### src/rtl/mam_mem_arbiter.sv
// Round-robin arbiter sharing one MAM memory port between two masters.
// The grant is held for a whole transaction: the request handshake and every data beat.
module mam_mem_arbiter #(
    parameter int DATA_WIDTH = 16,
    parameter int ADDR_WIDTH = 32
) (
    input  logic                      clk,
    input  logic                      rst,

    input  logic                      m0_req_valid,
    output logic                      m0_req_ready,
    input  logic                      m0_req_rw,
    input  logic [ADDR_WIDTH-1:0]     m0_req_addr,
    input  logic                      m0_req_burst,
    input  logic [13:0]               m0_req_beats,
    input  logic                      m0_write_valid,
    input  logic [DATA_WIDTH-1:0]     m0_write_data,
    input  logic [DATA_WIDTH/8-1:0]   m0_write_strb,
    output logic                      m0_write_ready,
    output logic                      m0_read_valid,
    output logic [DATA_WIDTH-1:0]     m0_read_data,
    input  logic                      m0_read_ready,

    input  logic                      m1_req_valid,
    output logic                      m1_req_ready,
    input  logic                      m1_req_rw,
    input  logic [ADDR_WIDTH-1:0]     m1_req_addr,
    input  logic                      m1_req_burst,
    input  logic [13:0]               m1_req_beats,
    input  logic                      m1_write_valid,
    input  logic [DATA_WIDTH-1:0]     m1_write_data,
    input  logic [DATA_WIDTH/8-1:0]   m1_write_strb,
    output logic                      m1_write_ready,
    output logic                      m1_read_valid,
    output logic [DATA_WIDTH-1:0]     m1_read_data,
    input  logic                      m1_read_ready,

    output logic                      req_valid,
    output logic                      req_rw,
    output logic [ADDR_WIDTH-1:0]     req_addr,
    output logic                      req_burst,
    output logic [13:0]               req_beats,
    input  logic                      req_ready,
    output logic                      write_valid,
    output logic [DATA_WIDTH-1:0]     write_data,
    output logic [DATA_WIDTH/8-1:0]   write_strb,
    input  logic                      write_ready,
    input  logic                      read_valid,
    input  logic [DATA_WIDTH-1:0]     read_data,
    output logic                      read_ready
);

    typedef enum logic [1:0] {
        IDLE = 2'd0,
        REQ  = 2'd1,
        DATA = 2'd2
    } state_t;

    state_t      r_state;
    logic        r_gnt;   // 0 = m0, 1 = m1
    logic        r_prio;
    logic        r_rw;
    logic [13:0] r_cnt;

    logic                    w_in_req;
    logic                    w_in_wr;
    logic                    w_in_rd;
    logic                    w_sel_req_valid;
    logic                    w_sel_req_rw;
    logic [ADDR_WIDTH-1:0]   w_sel_req_addr;
    logic                    w_sel_req_burst;
    logic [13:0]             w_sel_req_beats;
    logic                    w_sel_write_valid;
    logic [DATA_WIDTH-1:0]   w_sel_write_data;
    logic [DATA_WIDTH/8-1:0] w_sel_write_strb;
    logic                    w_sel_read_ready;
    logic                    w_req_hs;
    logic                    w_beat_hs;
    logic [13:0]             w_beats;

    assign w_in_req = (r_state == REQ);
    assign w_in_wr  = (r_state == DATA) &&  r_rw;
    assign w_in_rd  = (r_state == DATA) && !r_rw;

    assign w_sel_req_valid   = r_gnt ? m1_req_valid   : m0_req_valid;
    assign w_sel_req_rw      = r_gnt ? m1_req_rw      : m0_req_rw;
    assign w_sel_req_addr    = r_gnt ? m1_req_addr    : m0_req_addr;
    assign w_sel_req_burst   = r_gnt ? m1_req_burst   : m0_req_burst;
    assign w_sel_req_beats   = r_gnt ? m1_req_beats   : m0_req_beats;
    assign w_sel_write_valid = r_gnt ? m1_write_valid : m0_write_valid;
    assign w_sel_write_data  = r_gnt ? m1_write_data  : m0_write_data;
    assign w_sel_write_strb  = r_gnt ? m1_write_strb  : m0_write_strb;
    assign w_sel_read_ready  = r_gnt ? m1_read_ready  : m0_read_ready;

    // Memory side is forced to zero outside the phase that owns each channel.
    assign req_valid   = w_in_req & w_sel_req_valid;
    assign req_rw      = w_in_req & w_sel_req_rw;
    assign req_addr    = w_in_req ? w_sel_req_addr  : '0;
    assign req_burst   = w_in_req & w_sel_req_burst;
    assign req_beats   = w_in_req ? w_sel_req_beats : '0;
    assign write_valid = w_in_wr & w_sel_write_valid;
    assign write_data  = w_in_wr ? w_sel_write_data : '0;
    assign write_strb  = w_in_wr ? w_sel_write_strb : '0;
    assign read_ready  = w_in_rd & w_sel_read_ready;

    assign m0_req_ready   = w_in_req & ~r_gnt & req_ready;
    assign m1_req_ready   = w_in_req &  r_gnt & req_ready;
    assign m0_write_ready = w_in_wr  & ~r_gnt & write_ready;
    assign m1_write_ready = w_in_wr  &  r_gnt & write_ready;
    assign m0_read_valid  = w_in_rd  & ~r_gnt & read_valid;
    assign m1_read_valid  = w_in_rd  &  r_gnt & read_valid;
    assign m0_read_data   = (w_in_rd & ~r_gnt) ? read_data : '0;
    assign m1_read_data   = (w_in_rd &  r_gnt) ? read_data : '0;

    assign w_req_hs  = req_valid & req_ready;
    assign w_beat_hs = (write_valid & write_ready) | (read_valid & read_ready);
    // A zero-length burst still moves one word, so the counter never starts at 0.
    assign w_beats   = (req_burst && (req_beats != 14'd0)) ? req_beats : 14'd1;

    // NOTE: state registers use non-blocking assignments so every branch sees pre-edge values.
    always_ff @(posedge clk) begin
        if (rst) begin
            r_state <= IDLE;
            r_gnt   <= 1'b0;
            r_prio  <= 1'b0;
            r_rw    <= 1'b0;
            r_cnt   <= '0;
        end else begin
            case (r_state)
                IDLE: begin
                    if (m0_req_valid || m1_req_valid) begin
                        r_gnt   <= (m0_req_valid && m1_req_valid) ? r_prio : m1_req_valid;
                        r_state <= REQ;
                    end
                end
                REQ: begin
                    if (w_req_hs) begin
                        r_rw    <= req_rw;
                        r_cnt   <= w_beats;
                        r_state <= DATA;
                    end
                end
                DATA: begin
                    if (w_beat_hs) begin
                        if (r_cnt == 14'd1) begin
                            r_cnt   <= '0;
                            r_prio  <= ~r_gnt;
                            r_state <= IDLE;
                        end else begin
                            r_cnt   <= r_cnt - 14'd1;
                        end
                    end
                end
                default: r_state <= IDLE;
            endcase
        end
    end

endmodule

### config.mk
export PLATFORM = sky130hd
export DESIGN_NAME = mam_mem_arbiter
export DESIGN_NICKNAME = d
export VERILOG_FILES = /design/src/rtl/mam_mem_arbiter.sv
export SDC_FILE = /design/constraint.sdc
export NUM_CORES = 1
export LEC_CHECK = 0
export BUFFER_PORTS_ARGS = -buffer_cell sky130_fd_sc_hd__buf_4
export CORE_AREA = 4 4 102 104
export DETAILED_ROUTE_END_ITERATION = 6
export DIE_AREA = 0 0 106 108
export GPL_ROUTABILITY_DRIVEN = 0
export GPL_TIMING_DRIVEN = 0
export PLACE_DENSITY = 0.64
export SYNTH_ARGS = -nofsm -noshare
export SYNTH_HDL_FRONTEND = slang
export SYNTH_SLANG_ARGS = --single-unit
### constraint.sdc
create_clock -name clk -period 6.03 [get_ports clk]
set_input_delay 0.603 -clock clk [delete_from_list [all_inputs] [get_ports clk]]
set_output_delay 0.603 -clock clk [all_outputs]
set_load 0.1 [all_outputs]
== Word level (Yosys, flattened, before mapping) ==
Index checks and enable logic that the tools add are counted.

* Flip-flop bits (word level): 19
* Input port bits: 159
* Output and inout port bits: 107
* Logic and storage cells: 75

* Add/sub/neg operators: 1
* Equality and inequality tests: 7
* Multiplexer cells: 26
* Bitwise logic cells: 22
* Reduce and logical (&&, ||, !) cells: 14

{| class="wikitable"
|+ Operator list
! cell !! count
|-
| two-way mux 14 bit || 6
|-
| two-way mux 16 bit || 4
|-
| two-way mux 32 bit || 2
|-
| case mux 14 bit (2 select lines) || 1
|-
| bitwise AND 1 bit || 20
|-
| == test 14 x 1 -> 1 bit, second input constant || 1
|-
| nonzero test 14 bit || 1
|-
| subtractor 14 x 1 -> 14 bit, second input constant || 1
|-
| two-way mux 2 bit || 6
|-
| two-way mux 1 bit || 6
|-
| case mux 2 bit (3 select lines) || 1
|-
| AND reduction 3 bit || 2
|-
| logical AND 1 bit || 4
|-
| inequality test 2 x 1 -> 1 bit, second input constant || 2
|-
| inequality test 2 bit, second input constant || 2
|-
| AND reduction 2 bit || 2
|-
| AND reduction 4 bit || 1
|-
| == test 2 x 1 -> 1 bit, second input constant || 1
|-
| == test 2 bit, second input constant || 1
|-
| zero test 2 bit || 1
|-
| nonzero test 2 bit || 1
|-
| zero test 1 bit || 1
|-
| logical OR 1 bit || 1
|-
| NOT 1 bit || 1
|-
| OR 1 bit || 1
|}

== Longest topological paths before layout ==
* Word-level depth: 7
* Depth in mapped cells: 8
* Gate-level depth less buffers: 7

== Least setup slack after synthesis ==
No wires, ideal clock.

* Path kind: reg-to-output
* Start: register r_gnt
* End: output m0_read_valid
* Arrival: 3246 ps
* Required time: 5427 ps
* Path slack: 2181 ps
* Stages on the path, launching flop included: 6
* Path buffers: 4
* Cells stage by stage: dfxtp_1 > buf_2 > buf_2 > buf_1 > buf_1 > nor3_1

* Word-level cells in the longest chain between the ends: 3

{| class="wikitable"
|+ RTL lines
! element !! line !! RTL
|-
| start, declared || 60 || <nowiki>logic r_gnt;</nowiki>
|-
| start signal, assigned || 132 || <nowiki>r_gnt <= (m0_req_valid && m1_req_valid) ? r_prio : m1_req_valid;</nowiki>
|-
| NOT 1 bit || 110 || <nowiki>assign m0_read_valid = w_in_rd & ~r_gnt & read_valid;</nowiki>
|-
| bitwise AND 1 bit (2 in series) || 110 ||
|-
| end, declared || 20 || <nowiki>output logic m0_read_valid,</nowiki>
|}

No other way between the ends.

== Final worst setup path ==
* Start: register r_gnt
* End: output write_data[11]

* Word-level cells in the longest chain between the ends: 2

{| class="wikitable"
|+ RTL lines
! element !! line !! RTL
|-
| two-way mux 16 bit || 91 || <nowiki>assign w_sel_write_data = r_gnt ? m1_write_data : m0_write_data;</nowiki>
|-
| two-way mux 16 bit || 102 || <nowiki>assign write_data = w_in_wr ? w_sel_write_data : '0;</nowiki>
|-
| end, declared || 45 || <nowiki>output logic [DATA_WIDTH-1:0] write_data,</nowiki>
|}

No other way between the ends.

==> metrics.md <==
| Metric | Value |
|---|---|
| Outcome | complete, no violations |
| Detailed-routing iteration count for the pre-antenna-repair pass | 5 |
| Clock tree from TritonCTS | yes |
| Total negative slack for setup checks | 0 ns |
| Share of the cycle needed by the critical path after routing | 54.8% |
| Leakage power total | 0.00221 uW |
| Setup Crit Path Kind | register to output port |
| Worst slew margin relative to its limit | 48.0% |
| Power after layout | 752 uW |
| Slew Viols, Final | 0 |
| Distinct cell type count of the synthesized netlist | 41 |
| DRC Markers | 0 |
| Part of the power in registers | between 10% and 20% |
| Reg clk slew, reported paths | 0.08 ns |
| Final Routed Wirelength | 13,400 um |
| Largest net degree at the start of global routing | 12 |
| Total count of hold-check failures in the final report | 0 |
| Post-synth net total | roughly 500 |
| Sum of overflow across all layers after global routing | 0 |
| Number of global-route vias before repair | approximately 3,500 |
| Clk Latency, worst-skew pair | around 0.26 ns |
| Count of non-filler cells in the finished layout | approximately 750 |
| Post-layout min period | around 3.3 ns |
| Endpoint type of the worst setup path | output port |
| Proportion of power drawn by combinational gates | between 60% and 70% |
| Startpoint Class | register |
| Post-synthesis instance area | 0.00247 mm2 |
| Post_cts resized | 0 |
| Average instance area after synthesis | around 7.1 um2 |
| Total of endpoints with negative setup slack in the final report | 0 |
| Fill count | 989 |
| CTS Root Buffer Type | sky130_fd_sc_hd__clkbuf_8 |
| Vias per std cell | 4.83 |
| Share of total power in the clock network | 12.2% |
| Net switching fraction of the power | between 50% and 60% |
| Worst Max-Slew Pin Slew | 0.773 ns |
| Min setup slack post-route | 2.73 ns |
| Sequential area share after synthesis | between 10% and 20% |
| Die ar. | 0.0114 mm2 |
| Setup repair after global routing missed its margin | false |
| Worst Skew | 0.00340 ns |
| Worst-path fanout max | 10 |
| Total of warnings raised by yosys | 0 |
| Num CTS Buffers | 3 |
| Num Clock Sinks | 19 |
| Initial Util | 25.9% |
| Fmax achieved | 303 MHz |
| Power per standard cell area | 161 mW/mm2 |
| Global routing usage summed across all routing layers | 21.4% |
| Number of cell rows | 36 |
| Initial antenna violation count | 0 |
| Die outline width | 106 um |
| Critical path arrival | 2.70 ns |
| Worst IR Drop VDD | 142 uV |
| Number of H-tree levels | 1 |
| Area growth syn-to-layout | 88.7% |
| Cell total after placement | roughly 750 |
| Post-synthesis sequential element count | 19 |
| Worst path required time | 5.43 ns |
| Psw | 412 uW |
| Max-capacitance violation count | 0 |
| Initial DRC Count | 241 |
| Count of boundary I/O pins | roughly 270 |
| Post-CTS Repair Setup Buffers | 0 |
| Port buffer count | between 200 and 300 |
| Instance count of the mapped netlist | 350 |
| Buffer levels on the longest clock path | 2 |
| Post-DP HPWL | 11,400 um |
| Count of vias placed by the detailed router | 3,626 |
| Type of the most critical hold path | register to register |
| Number of antenna cells inserted | 0 |
| Wire per inst | 17.9 um |
| Antenna Nets Post-Route | 0 |
| Share of cells above drive strength 1 | between 40% and 50% |
| Worst setup slack before clock tree synthesis | 2.98 ns |
| Count of hold buffers inserted by post-cts repair | 0 |
| Die span in y | 108 um |
| Final-stage net count | between 700 and 800 |
| Internal Pwr Total | 340 uW |
| Core outline area | ~0.0095 mm2 |
| First-pass GRT wire length | 19,700 um |
==> path summary, 6_finish.rpt <==
path,from,end,slack (ns),cells past startpoint
worst max-delay path,r_gnt,write_data[11],2.73,7
worst min-delay path,r_cnt[6],r_cnt[6],0.49,2
worst max register to register,r_cnt[0],r_cnt[12],3.54,8
worst min register to register,r_cnt[6],r_cnt[6],0.49,2
==> cells in the mapped netlist (all sizes together) <==
cell     n  area share, %
xor2     2           0.71
o21ai    7            1.4
a21oi    7            1.4
o31a     1           0.35
or2      1           0.25
a221oi   5            2.0
o221ai   3            1.1
clkbuf  13            2.0
a32oi    7            2.5
nor4     9            2.9
a22oi    2           0.61
a22o     1           0.35
nand3b   1           0.30
or3      3           0.76
o32ai    2            1.0
nor3    17            3.4
nor2    89             14
a311oi   2           0.71
ha       2            1.0
xnor2    1           0.35
nand2b   4            1.0
nand4    3           0.76
buf     15            3.0
or4      4            1.2
a211oi   5            1.5
dfxtp   19             15
or3b     2           0.71
inv      9            1.4
nor2b    1           0.25
nand2   11            1.7
mux2i   69             28
nand4b   1           0.35
and2    32            8.1
==> registers in the layout, summed over array words and instances, names as in the netlist <==
signal   cells
r_cnt       14
r_state      2
r_gnt        1
r_prio       1
r_rw         1
==> cell usage in the layout (no fill, tap or decap), types with 2 or more instances in the layout <==
cell | synthesis | routed
sky130_fd_sc_hd__buf_4 | 0 | 264
sky130_fd_sc_hd__nor2_1 | 88 | 88
sky130_fd_sc_hd__mux2i_1 | 69 | 69
sky130_fd_sc_hd__and2_1 | 32 | 32
sky130_fd_sc_hd__dfxtp_1 | 19 | 19
sky130_fd_sc_hd__nor3_1 | 17 | 17
sky130_fd_sc_hd__clkbuf_1 | 13 | 13
sky130_fd_sc_hd__nand2_1 | 11 | 11
sky130_fd_sc_hd__buf_2 | 9 | 9
sky130_fd_sc_hd__inv_1 | 9 | 9
sky130_fd_sc_hd__nor4_1 | 8 | 8
sky130_fd_sc_hd__a32oi_1 | 7 | 7
sky130_fd_sc_hd__a21oi_1 | 7 | 7
sky130_fd_sc_hd__o21ai_0 | 6 | 6
sky130_fd_sc_hd__buf_1 | 5 | 5
sky130_fd_sc_hd__a211oi_1 | 5 | 5
sky130_fd_sc_hd__nand2b_1 | 4 | 4
sky130_fd_sc_hd__or4_1 | 4 | 4
sky130_fd_sc_hd__a221oi_1 | 4 | 4
sky130_fd_sc_hd__or3_1 | 3 | 3
sky130_fd_sc_hd__nand4_1 | 3 | 3
sky130_fd_sc_hd__o221ai_1 | 3 | 3
sky130_fd_sc_hd__clkbuf_8 | 0 | 3
sky130_fd_sc_hd__xor2_1 | 2 | 2
sky130_fd_sc_hd__a22oi_1 | 2 | 2
sky130_fd_sc_hd__a311oi_1 | 2 | 2
sky130_fd_sc_hd__ha_1 | 2 | 2
==> layout make-up <==
class	instances	area (um2)	share of cell area, %
multi-input cells	294	1940	41.5
repair buffers	264	1980	42.5
clock inverters	1	5.00	0.107
inverters	9	33.8	0.724
flip-flops and latches	19	380	8.15
well taps	133	166	3.56
plain buffers	28	124	2.65
clock buffers	3	41.3	0.884
==> cell families (layout without fill, tap and decap cells) <==
family,Yosys count,in the layout,synth area share [%]
multiplexers,69,69,27.9
AND/OR/NAND/NOR,178,178,35.3
adder cells (fa/ha/maj),2,2,1.01
AO/OA/AOI/OAI,42,42,12.9
XOR/XNOR,3,3,1.06
buffers and inverters,37,305,6.37
flip-flops,19,19,15.4
==> critical path: stages, from the launching register on <==
cell                      delay [ns]
sky130_fd_sc_hd__dfxtp_1        0.30
sky130_fd_sc_hd__buf_2          0.19
sky130_fd_sc_hd__buf_2          0.30
sky130_fd_sc_hd__buf_1          0.48
sky130_fd_sc_hd__buf_1          0.57
sky130_fd_sc_hd__mux2i_1        0.16
sky130_fd_sc_hd__nor2_1         0.12
sky130_fd_sc_hd__buf_4          0.30
==> layer usage <==
| metal | vias to the layer above | part of all wire, % | global-route usage (%) |
|---|---|---|---|
| met1 | 1655 | 40 | 26.3 |
| met3 | 23 | 8.4 | 5.37 |
| met5 | - | 0 | 0 |
| li1 | 1778 | - | - |
| met2 | 170 | 50 | 38.5 |
| met4 | 0 | 1.8 | 3.70 |
==> through the flow <==
stage | util, % | area [um2] | hold slack (ns)
2_1_floorplan | - | 2470 | 0.458
5_1_grt | 48.9 | 4670 | 0.508
3_5_place_dp | 48.4 | 4620 | 0.481
3_3_place_gp | 48.4 | 4620 | 0.470
6_report | 48.9 | 4670 | 0.495
4_1_cts | 48.9 | 4670 | 0.492
==> power groups by stage <==
stage,sequential (uW),clock (uW),combinational [uW]
final,138,91.5,523
after detailed placement,140,0,521
after CTS,137,93.9,524
after floorplan,138,0,358
after global placement,140,0,518
after global routing,138,99.5,549
(Power assumes the default switching activity.)
